### src/rtl/local_bias_seq_if.sv
// Control/status bundle between block power control, test-bus control and the local bias sequencer.
// Latency: n/a (wiring only); no backpressure, all signals level-sensitive.
interface local_bias_seq_if #(
  parameter int N_CH = 4
);
  localparam int SW = $clog2(N_CH + 1);

  logic            pdb;
  logic [2:0]      supply_ok;
  logic [N_CH-1:0] ch_en;
  logic [1:0]      atb_ena;
  logic [SW-1:0]   atb_ch;
  logic            vcas_en;
  logic [N_CH-1:0] bias_en;
  logic [N_CH:0]   atb1_sel;
  logic [N_CH:0]   atb0_sel;
  logic            ready;
  logic            fault;
  logic [2:0]      state;

  modport master (
    output pdb, supply_ok, ch_en, atb_ena, atb_ch,
    input  vcas_en, bias_en, atb1_sel, atb0_sel, ready, fault, state
  );

  modport slave (
    input  pdb, supply_ok, ch_en, atb_ena, atb_ch,
    output vcas_en, bias_en, atb1_sel, atb0_sel, ready, fault, state
  );
endinterface

### src/rtl/local_bias_seq.sv
// Power-up sequencer (vcas, then requested branches in index order) with supply-fault shutdown and ATB routing.
// Latency: every output registered, 1 cycle from the deciding input; no backpressure, pdb low wins over everything but rst.
module local_bias_seq #(
  parameter int N_CH       = 4,
  parameter int SETTLE_CYC = 16,
  parameter int FAULT_FILT = 4
) (
  input logic              clk,
  input logic              rst,
  local_bias_seq_if.slave  bus
);

  localparam int IW = $clog2(N_CH + 1);
  localparam int CW = $clog2(SETTLE_CYC + 1);
  localparam int FW = $clog2(FAULT_FILT + 1);

  typedef enum logic [2:0] {
    OFF     = 3'd0,
    VCAS_UP = 3'd1,
    CH_UP   = 3'd2,
    READY   = 3'd3,
    FAULT   = 3'd4
  } state_t;

  state_t          state_q, state_d;
  logic [CW-1:0]   cnt_q, cnt_d;
  logic [IW-1:0]   idx_q, idx_d;
  logic [N_CH-1:0] mask_q, mask_d;
  logic [FW-1:0]   filt_q, filt_d;
  logic            vcas_q, vcas_d;
  logic [N_CH-1:0] bias_q, bias_d;
  logic [N_CH:0]   atb1_q, atb1_d;
  logic [N_CH:0]   atb0_q, atb0_d;
  logic            ready_q, ready_d;
  logic            fault_q, fault_d;

  logic            cur_en;
  logic            settled;
  logic            supply_bad;
  logic            atb_live;
  logic [IW-1:0]   nxt_idx;
  logic [FW-1:0]   filt_inc;
  logic [N_CH:0]   route;

  // Selecting by comparison keeps the out-of-range atb_ch values (> N_CH) mapping to no route.
  always_comb begin
    route = '0;
    for (int i = 0; i <= N_CH; i++) begin
      if (bus.atb_ch == IW'(i)) route[i] = 1'b1;
    end
  end

  always_comb begin
    cur_en = 1'b0;
    for (int i = 0; i < N_CH; i++) begin
      if (idx_q == IW'(i)) cur_en = mask_q[i];
    end
  end

  assign settled    = (cnt_q == CW'(SETTLE_CYC - 1));
  assign supply_bad = (bus.supply_ok != 3'b111);
  assign nxt_idx    = idx_q + IW'(1);
  assign filt_inc   = filt_q + FW'(1);

  always_comb begin
    state_d = state_q;
    cnt_d   = cnt_q;
    idx_d   = idx_q;
    mask_d  = mask_q;
    bias_d  = bias_q;
    filt_d  = '0;

    case (state_q)
      OFF: begin
        if (bus.pdb) begin
          state_d = VCAS_UP;
          cnt_d   = '0;
        end
      end
      VCAS_UP: begin
        if (settled) begin
          state_d   = CH_UP;
          cnt_d     = '0;
          idx_d     = '0;
          mask_d    = bus.ch_en;
          bias_d    = '0;
          bias_d[0] = bus.ch_en[0];
        end else begin
          cnt_d = cnt_q + CW'(1);
        end
      end
      CH_UP: begin
        // A masked channel advances on its first cycle; an enabled one waits out its settle time.
        if (!cur_en || settled) begin
          cnt_d = '0;
          idx_d = nxt_idx;
          if (nxt_idx == IW'(N_CH)) begin
            state_d = READY;
          end else begin
            for (int i = 0; i < N_CH; i++) begin
              if (nxt_idx == IW'(i) && mask_q[i]) bias_d[i] = 1'b1;
            end
          end
        end else begin
          cnt_d = cnt_q + CW'(1);
        end
      end
      READY: begin
      end
      FAULT: begin
      end
      default: state_d = OFF;
    endcase

    if (state_q == VCAS_UP || state_q == CH_UP || state_q == READY) begin
      if (supply_bad) begin
        filt_d = filt_inc;
        if (filt_inc == FW'(FAULT_FILT)) state_d = FAULT;
      end
    end

    if (!bus.pdb) state_d = OFF;

    if (state_d == OFF || state_d == FAULT) begin
      cnt_d  = '0;
      idx_d  = '0;
      mask_d = '0;
      bias_d = '0;
      filt_d = '0;
    end
  end

  // Routes only follow the request once READY has been held for a full cycle.
  assign atb_live = (state_q == READY) && (state_d == READY);

  always_comb begin
    vcas_d  = (state_d == VCAS_UP) || (state_d == CH_UP) || (state_d == READY);
    ready_d = (state_d == READY);
    fault_d = (state_d == FAULT);
    atb1_d  = (atb_live && bus.atb_ena[1]) ? route : '0;
    atb0_d  = (atb_live && bus.atb_ena[0]) ? route : '0;
  end

  always_ff @(posedge clk) begin
    if (rst) begin
      state_q <= OFF;
      cnt_q   <= '0;
      idx_q   <= '0;
      mask_q  <= '0;
      filt_q  <= '0;
      vcas_q  <= 1'b0;
      bias_q  <= '0;
      atb1_q  <= '0;
      atb0_q  <= '0;
      ready_q <= 1'b0;
      fault_q <= 1'b0;
    end else begin
      state_q <= state_d;
      cnt_q   <= cnt_d;
      idx_q   <= idx_d;
      mask_q  <= mask_d;
      filt_q  <= filt_d;
      vcas_q  <= vcas_d;
      bias_q  <= bias_d;
      atb1_q  <= atb1_d;
      atb0_q  <= atb0_d;
      ready_q <= ready_d;
      fault_q <= fault_d;
    end
  end

  assign bus.vcas_en  = vcas_q;
  assign bus.bias_en  = bias_q;
  assign bus.atb1_sel = atb1_q;
  assign bus.atb0_sel = atb0_q;
  assign bus.ready    = ready_q;
  assign bus.fault    = fault_q;
  assign bus.state    = state_q;

endmodule
### src/flat_wrapper.sv
// flat-port wrapper written by rule: the top's interface ports become plain ports
module local_bias_seq_flat 
#(
  parameter int N_CH       = 4,
  parameter int SETTLE_CYC = 16,
  parameter int FAULT_FILT = 4
)
  (clk, rst, bus_pdb, bus_supply_ok, bus_ch_en, bus_atb_ena, bus_atb_ch, bus_vcas_en, bus_bias_en, bus_atb1_sel, bus_atb0_sel, bus_ready, bus_fault, bus_state);
  local_bias_seq_if #(.N_CH(N_CH)) bus_i ();
  input logic clk;
  input logic rst;
  input wire logic [$bits(bus_i.pdb)-1:0] bus_pdb;
  input wire logic [$bits(bus_i.supply_ok)-1:0] bus_supply_ok;
  input wire logic [$bits(bus_i.ch_en)-1:0] bus_ch_en;
  input wire logic [$bits(bus_i.atb_ena)-1:0] bus_atb_ena;
  input wire logic [$bits(bus_i.atb_ch)-1:0] bus_atb_ch;
  output wire logic [$bits(bus_i.vcas_en)-1:0] bus_vcas_en;
  output wire logic [$bits(bus_i.bias_en)-1:0] bus_bias_en;
  output wire logic [$bits(bus_i.atb1_sel)-1:0] bus_atb1_sel;
  output wire logic [$bits(bus_i.atb0_sel)-1:0] bus_atb0_sel;
  output wire logic [$bits(bus_i.ready)-1:0] bus_ready;
  output wire logic [$bits(bus_i.fault)-1:0] bus_fault;
  output wire logic [$bits(bus_i.state)-1:0] bus_state;
  assign bus_i.pdb = bus_pdb;
  assign bus_i.supply_ok = bus_supply_ok;
  assign bus_i.ch_en = bus_ch_en;
  assign bus_i.atb_ena = bus_atb_ena;
  assign bus_i.atb_ch = bus_atb_ch;
  assign bus_vcas_en = bus_i.vcas_en;
  assign bus_bias_en = bus_i.bias_en;
  assign bus_atb1_sel = bus_i.atb1_sel;
  assign bus_atb0_sel = bus_i.atb0_sel;
  assign bus_ready = bus_i.ready;
  assign bus_fault = bus_i.fault;
  assign bus_state = bus_i.state;
  local_bias_seq #(.N_CH(N_CH), .SETTLE_CYC(SETTLE_CYC), .FAULT_FILT(FAULT_FILT)) u_core (.clk(clk), .rst(rst), .bus(bus_i));
endmodule
### config.mk
export PLATFORM = sky130hd
export DESIGN_NAME = local_bias_seq_flat
export DESIGN_NICKNAME = d
export VERILOG_FILES = /design/src/rtl/local_bias_seq_if.sv /design/src/rtl/local_bias_seq.sv /design/src/flat_wrapper.sv
export SDC_FILE = /design/constraint.sdc
export NUM_CORES = 1
export LEC_CHECK = 0
export BUFFER_PORTS_ARGS = -buffer_cell sky130_fd_sc_hd__clkbuf_2
export CAP_MARGIN = 40
export CORE_UTILIZATION = 46
export CTS_BUF_LIST = sky130_fd_sc_hd__clkbuf_4
export CTS_CLUSTER_SIZE = 40
export DETAILED_ROUTE_END_ITERATION = 16
export PLACE_DENSITY = 0.75
export SYNTH_ARGS = -nofsm -noshare
export SYNTH_HDL_FRONTEND = slang
export SYNTH_SLANG_ARGS = --single-unit
### constraint.sdc
create_clock -name clk -period 2 [get_ports clk]
set_clock_uncertainty 0.15 [all_clocks]
set_input_delay 0 -clock clk [delete_from_list [all_inputs] [get_ports clk]]
set_output_delay 0 -clock clk [all_outputs]
set_load 0.02 [all_outputs]
# Yosys cells after proc, flatten, opt, wreduce, memory -nomap -nowiden
# Cells that the tools add are included.
# Widths: inputs -> output; s select.
# totals
wordCells	116
input_bits	15
regBits	35
output_inout_bits	20
# op_classes
n_bitwise	4
n_eq_ne	30
n_reduce_logical	33
add_sub_neg	3
n_mux	32
# op_table
op	n
$eq 3x2->1 const B	10
$mux 3	9
$reduce_and 5->1	4
$eq 3x1->1 const B	5
$eq 3x3->1 const B	5
$logic_not 3->1	5
$mux 5	3
$pmux 5 s3	1
$mux 1	13
$mux 4	3
$ne 2x1->1 const B	6
$pmux 3 s4	1
$pmux 4 s2	1
$reduce_or 2->1	4
$logic_and 1x1->1	7
$add 3x1->3 const B	2
$logic_or 1x1->1	6
$pmux 3 s2	1
$add 5x1->5 const B	1
$eq 5x4->1 const B	1
$ne 2x2->1 const B	2
$not 1->1	4
$reduce_and 2->1	2
$reduce_or 4->1	1
other kinds (5)	5

# Depth between registers and ports, before layout
# depth
word_depth	18
depth_mapped	8
mapped_depth_nobuf	7

# Least setup slack after synthesis
# OpenSTA, ideal clock, no wires.
# synth_path
path_kind	reg-to-reg
startpoint	register u_core.cnt_q[0]
endpoint	register u_core.cnt_q[3]
arrival_ns	1.821
slack_ns	-0.042
path_buffers	0
required_ns	1.779
setup_ns	0.071
synth_period_minus_slack_ns	2.042
stages_incl_launch_ff	8
cell_sequence	dfxtp_1 ha_1 and3_1 ha_1 nor4b_2 o2111ai_1 a22o_1 a21oi_1
# synth_via
elab_chain_cells	11
elab_cells_between_ends	17
cone_classes	add/sub: 1; eq/ne: 2; mux: 10; reduce/logical: 4
# synth_rtl
element	line_no	rtl
from (decl)	local_bias_seq.sv:26	logic [CW-1:0] cnt_q, cnt_d;
from (signal assigned)	local_bias_seq.sv:159	cnt_q <= cnt_d;
$eq 5x4->1	local_bias_seq.sv:60	assign settled = (cnt_q == CW'(SETTLE_CYC - 1));
$logic_or 1x1->1	local_bias_seq.sv:94	if (!cur_en || settled) begin
$mux 3	local_bias_seq.sv:94	
$pmux 3 s4	local_bias_seq.sv:73	case (state_q)
$mux 3	local_bias_seq.sv:118	if (filt_inc == FW'(FAULT_FILT)) state_d = FAULT;
$mux 3	local_bias_seq.sv:116	if (supply_bad) begin
$mux 3	local_bias_seq.sv:115	if (state_q == VCAS_UP || state_q == CH_UP || state_q == READY) begin
$mux 3	local_bias_seq.sv:122	if (!bus.pdb) state_d = OFF;
$eq 3x3->1 / $logic_not 3->1 (equally long branches)	local_bias_seq.sv:124	if (state_d == OFF || state_d == FAULT) begin
$logic_or 1x1->1	local_bias_seq.sv:124	
$reduce_or 2->1 (no source line)	--	
# Parallel ways exist; a longest one is shown, timed or not.
# A chain may end at the register's enable or synchronous reset.

# Worst setup path after layout
# layout_path
startpoint	register u_core.cnt_q[0]
endpoint	register u_core.idx_q[1]
# layout_via
elab_chain_cells	11
elab_cells_between_ends	16
cone_classes	eq/ne: 4; mux: 7; reduce/logical: 5
# layout_rtl
element	line_no	rtl
$eq 5x4->1 *	local_bias_seq.sv:60	
$logic_or 1x1->1	local_bias_seq.sv:94	
$mux 3	local_bias_seq.sv:94	
$pmux 3 s4	local_bias_seq.sv:73	
$mux 3	local_bias_seq.sv:118	
$mux 3	local_bias_seq.sv:116	
$mux 3	local_bias_seq.sv:115	
$mux 3	local_bias_seq.sv:122	
$eq 3x3->1 / $logic_not 3->1 (equally long branches)	local_bias_seq.sv:124	
$logic_or 1x1->1	local_bias_seq.sv:124	
$reduce_or 2->1 (no source line)	--	
to (signal assigned)	local_bias_seq.sv:160	idx_q <= idx_d;
to (decl)	local_bias_seq.sv:27	logic [IW-1:0] idx_q, idx_d;
# Mark *: on every way between the ends. The rest lies on a longest branch, timed or not.

==> metrics <==
Post-Synthesis Cells=192; worst-skew pair later-pin latency=0.34 ns; Final ANT Viol Nets=0; Critical Path, Cell by Cell=ha_4, and3_4, ha_4, nor4b_4, o2111ai_4, nand3_4, mux2i_1; VDD IR max=397 uV; crit-path leading delay family=simple AND/OR/NAND/NOR gates; Ys Warns=0; Die Height=63.2 um; worst-path maximum fanout=6; DRC viols=0; Hold WC Path Type=input pin to flop; core area=3470 um2; final setup fails=3; largest net degree at the start of global routing=17; I/O pins=35; hold_ws=0.134 ns; HPWL Detailed=2.55 mm; wire length per cell=12.6 um; drt initial violations=67; Synth cell types=45; Avg Cell Area, Syn=8.97 um2; P per Cell Area=500 nW/um2; critical path capture point type=flop; die footprint=3990 um2; DR vias/cell=5.09; Worst slew margin=0.671; gr ovfl total=0; H-tree depth=2; Synth-to-Final Area Change=37.3%; die width=63.2 um; total wire length=3.82 mm; EDFF count, synth=0; P_int=899 uW; Reg2Reg Capture Point=u_core.idx_q[1]; clk buf depth=2; CP peak stage delay=0.36 ns; status=finished with violations; most used cell along the critical path=ha_4; Clk pwr share=0.318; Tmin final=2.01 ns; Clk pin slew, worst setup/hold paths=0.11 ns; RSZ-0062 raised after global routing=true; final worst slack=-0.0130 ns; # nets final=286; Hold Vio Cnt, Final=0; Hold Startpoint=bus_supply_ok[1]; pin slew with the least headroom to its limit=0.492 ns; Cell Area, Synth=1720 um2; port bufs=34; fraction of post-synthesis cell area in the top cell type by area=0.407; Critical Path AT=2.13 ns; WHS Path Cells=5; drt pass-1 iters=4; CTS tree=done; Gate power share=0.085; crit path launch type=flop; RR Startpoint=u_core.cnt_q[0]; switching part of the total=0.240; Buf/Inv on CP=0; slowest cell on the critical path=nor4b_4; Synth area leader=dfxtp_1; ys async rst share=0; TritonCTS Buffers=5; Synth Flop Type=dfxtp_1; Syn Nets=221; layout cells sized above 1=0.326; CTS Sinks=35; ANT cells=0; Initial Util=0.497; Final Max Tran Viols=0; vias in the first global route=1,529; first-pass GRT wire length=6.37 mm; Seq pwr share=0.596; via count=1,548; Total Power=1180 uW; post-route cell area=2370 um2; aggregate global-route resource usage=0.200; Worst Path Required=2.12 ns; Core Rows=21; P_leak=0.000957 uW; most common cell after layout, fill and taps aside=clkbuf_2; R2R depth=7; commonest non-fill, non-tap cells in the layout=clkbuf_2 (34), dfxtp_1 (32), a21oi_1 (15); Crit Path Class=flop to flop; Hold Path Sink=u_core.bus.state[2]; initial antenna violation count=0; Reg2Reg Setup Slack=-0.01 ns; placed inst area=2030 um2; max_cap viols=0; top cells by area, synth=dfxtp_1 (41%), ha_1 (10%), a21oi_1 (4.6%), nand3_1 (3.8%), nand2_1 (3.1%); Final period util=1.01; clk root buf=clkbuf_4; Fmax achieved=497 MHz; failing checks=setup timing; Psw=284 uW; register bit total from synthesis=35; post-synthesis sequential area ratio=0.407; GPL Wtd Cong=0.830
## stage by stage
stage / worst slack (ns) / std cells / utilization / TNS, ns
floorplan: 0.0112 / 192 / - / 0
global placement: -0.0372 / 279 / 0.586 / -0.157
CTS: 0.00739 / 301 / 0.651 / 0
global route: -0.113 / 304 / 0.682 / -1.02
detailed placement: -0.0988 / 279 / 0.586 / -0.628
finish: -0.0130 / 304 / 0.682 / -0.0293
## tightest hold or removal path: cells and delay by family
family / cells / cell delay (ns)
buf+inv: 1 / 0.08
simple gates: 3 / 0.33
mux: 1 / 0.19
## flip-flops by register name, summed over array words and instances, names as in the netlist
signal	count
u_core.bus.fault	1
u_core.cnt_q	5
u_core.bus.vcas_en	1
u_core.idx_q	3
u_core.filt_q	3
u_core.bus.atb0_sel	5
u_core.bus.state	3
u_core.mask_q	4
u_core.bus.bias_en	4
u_core.bus.atb1_sel	5
u_core.bus.ready	1
## metal layers
metal | track usage | vias up | wire length [um] | part of all wire
met5 | 0 | - | 0 | 0
met4 | 0.0682 | 0 | 27 | 0.0071
met3 | 0.0562 | 4 | 172 | 0.045
met2 | 0.364 | 31 | 1900 | 0.50
met1 | 0.221 | 711 | 1720 | 0.45
li1 | - | 802 | - | -
## power groups by stage
stage / clock network (uW) / logic, uW / registers, uW
after global placement: 0 / 75.4 / 720
after global routing: 428 / 111 / 706
final: 377 / 101 / 705
after CTS: 389 / 97.3 / 705
after floorplan: 0 / 40.2 / 725
after detailed placement: 0 / 76.2 / 721
## logic make-up after synthesis
family	synth area share
AOI/OAI and AO/OA	0.163
xor gates and xnor gates	0.00508
adders and majority gates	0.102
buffers and inverters	0.0487
DFF	0.407
muxes	0.0240
and+or+nand+nor	0.251
## cell usage after synthesis, types with 2 or more instances
cell and number:
nand2b_1 6, nor2_1 11, clkbuf_1 3, a21oi_1 16, nor3_1 8, nand4_1 2
or2_2 2, nand3b_1 2, ha_1 14, o21ai_0 8, nor3b_1 3, nand3_1 13
nand2_1 14, buf_4 3, nand4b_1 2, or3_1 2, a21o_1 3, o31ai_1 2
and2_1 3, dfxtp_1 35, a22o_1 3, inv_1 12, mux2i_1 3
## worst max path at each step
stage          cells past startpoint       startpoint         endpoint  slack, ns
2_1_floorplan                      7  u_core.cnt_q[0]  u_core.cnt_q[3]       0.01
3_3_place_gp                       7  u_core.cnt_q[0]  u_core.idx_q[1]      -0.04
3_5_place_dp                       7  u_core.cnt_q[0]  u_core.idx_q[1]       -0.1
4_1_cts                            7  u_core.cnt_q[1]  u_core.idx_q[1]      0.007
5_1_grt                            7  u_core.cnt_q[1]  u_core.idx_q[0]      -0.11
6_report                           7  u_core.cnt_q[0]  u_core.idx_q[1]      -0.01
## cell type report
class | instances | area (um2)
clock inverter | 2 | 12.5
sequential | 35 | 704
inverter | 13 | 51.3
timing repair buffer | 64 | 447
clock buffer | 6 | 45.0
tap | 46 | 57.6
multi-input combinational | 138 | 1050
fill | 317 | 1100
## what timing repair did
action / CTS / global route
endpoints found under the setup margin: 11 / 24
pin swaps: 6 / 11
hold buffers: 14 / 0
resized for setup: 6 / 16
endpoints found under the hold margin: 20 / 0
buffers inserted: 0 / 3
No activity file was read; power rests on OpenSTA's default activity.
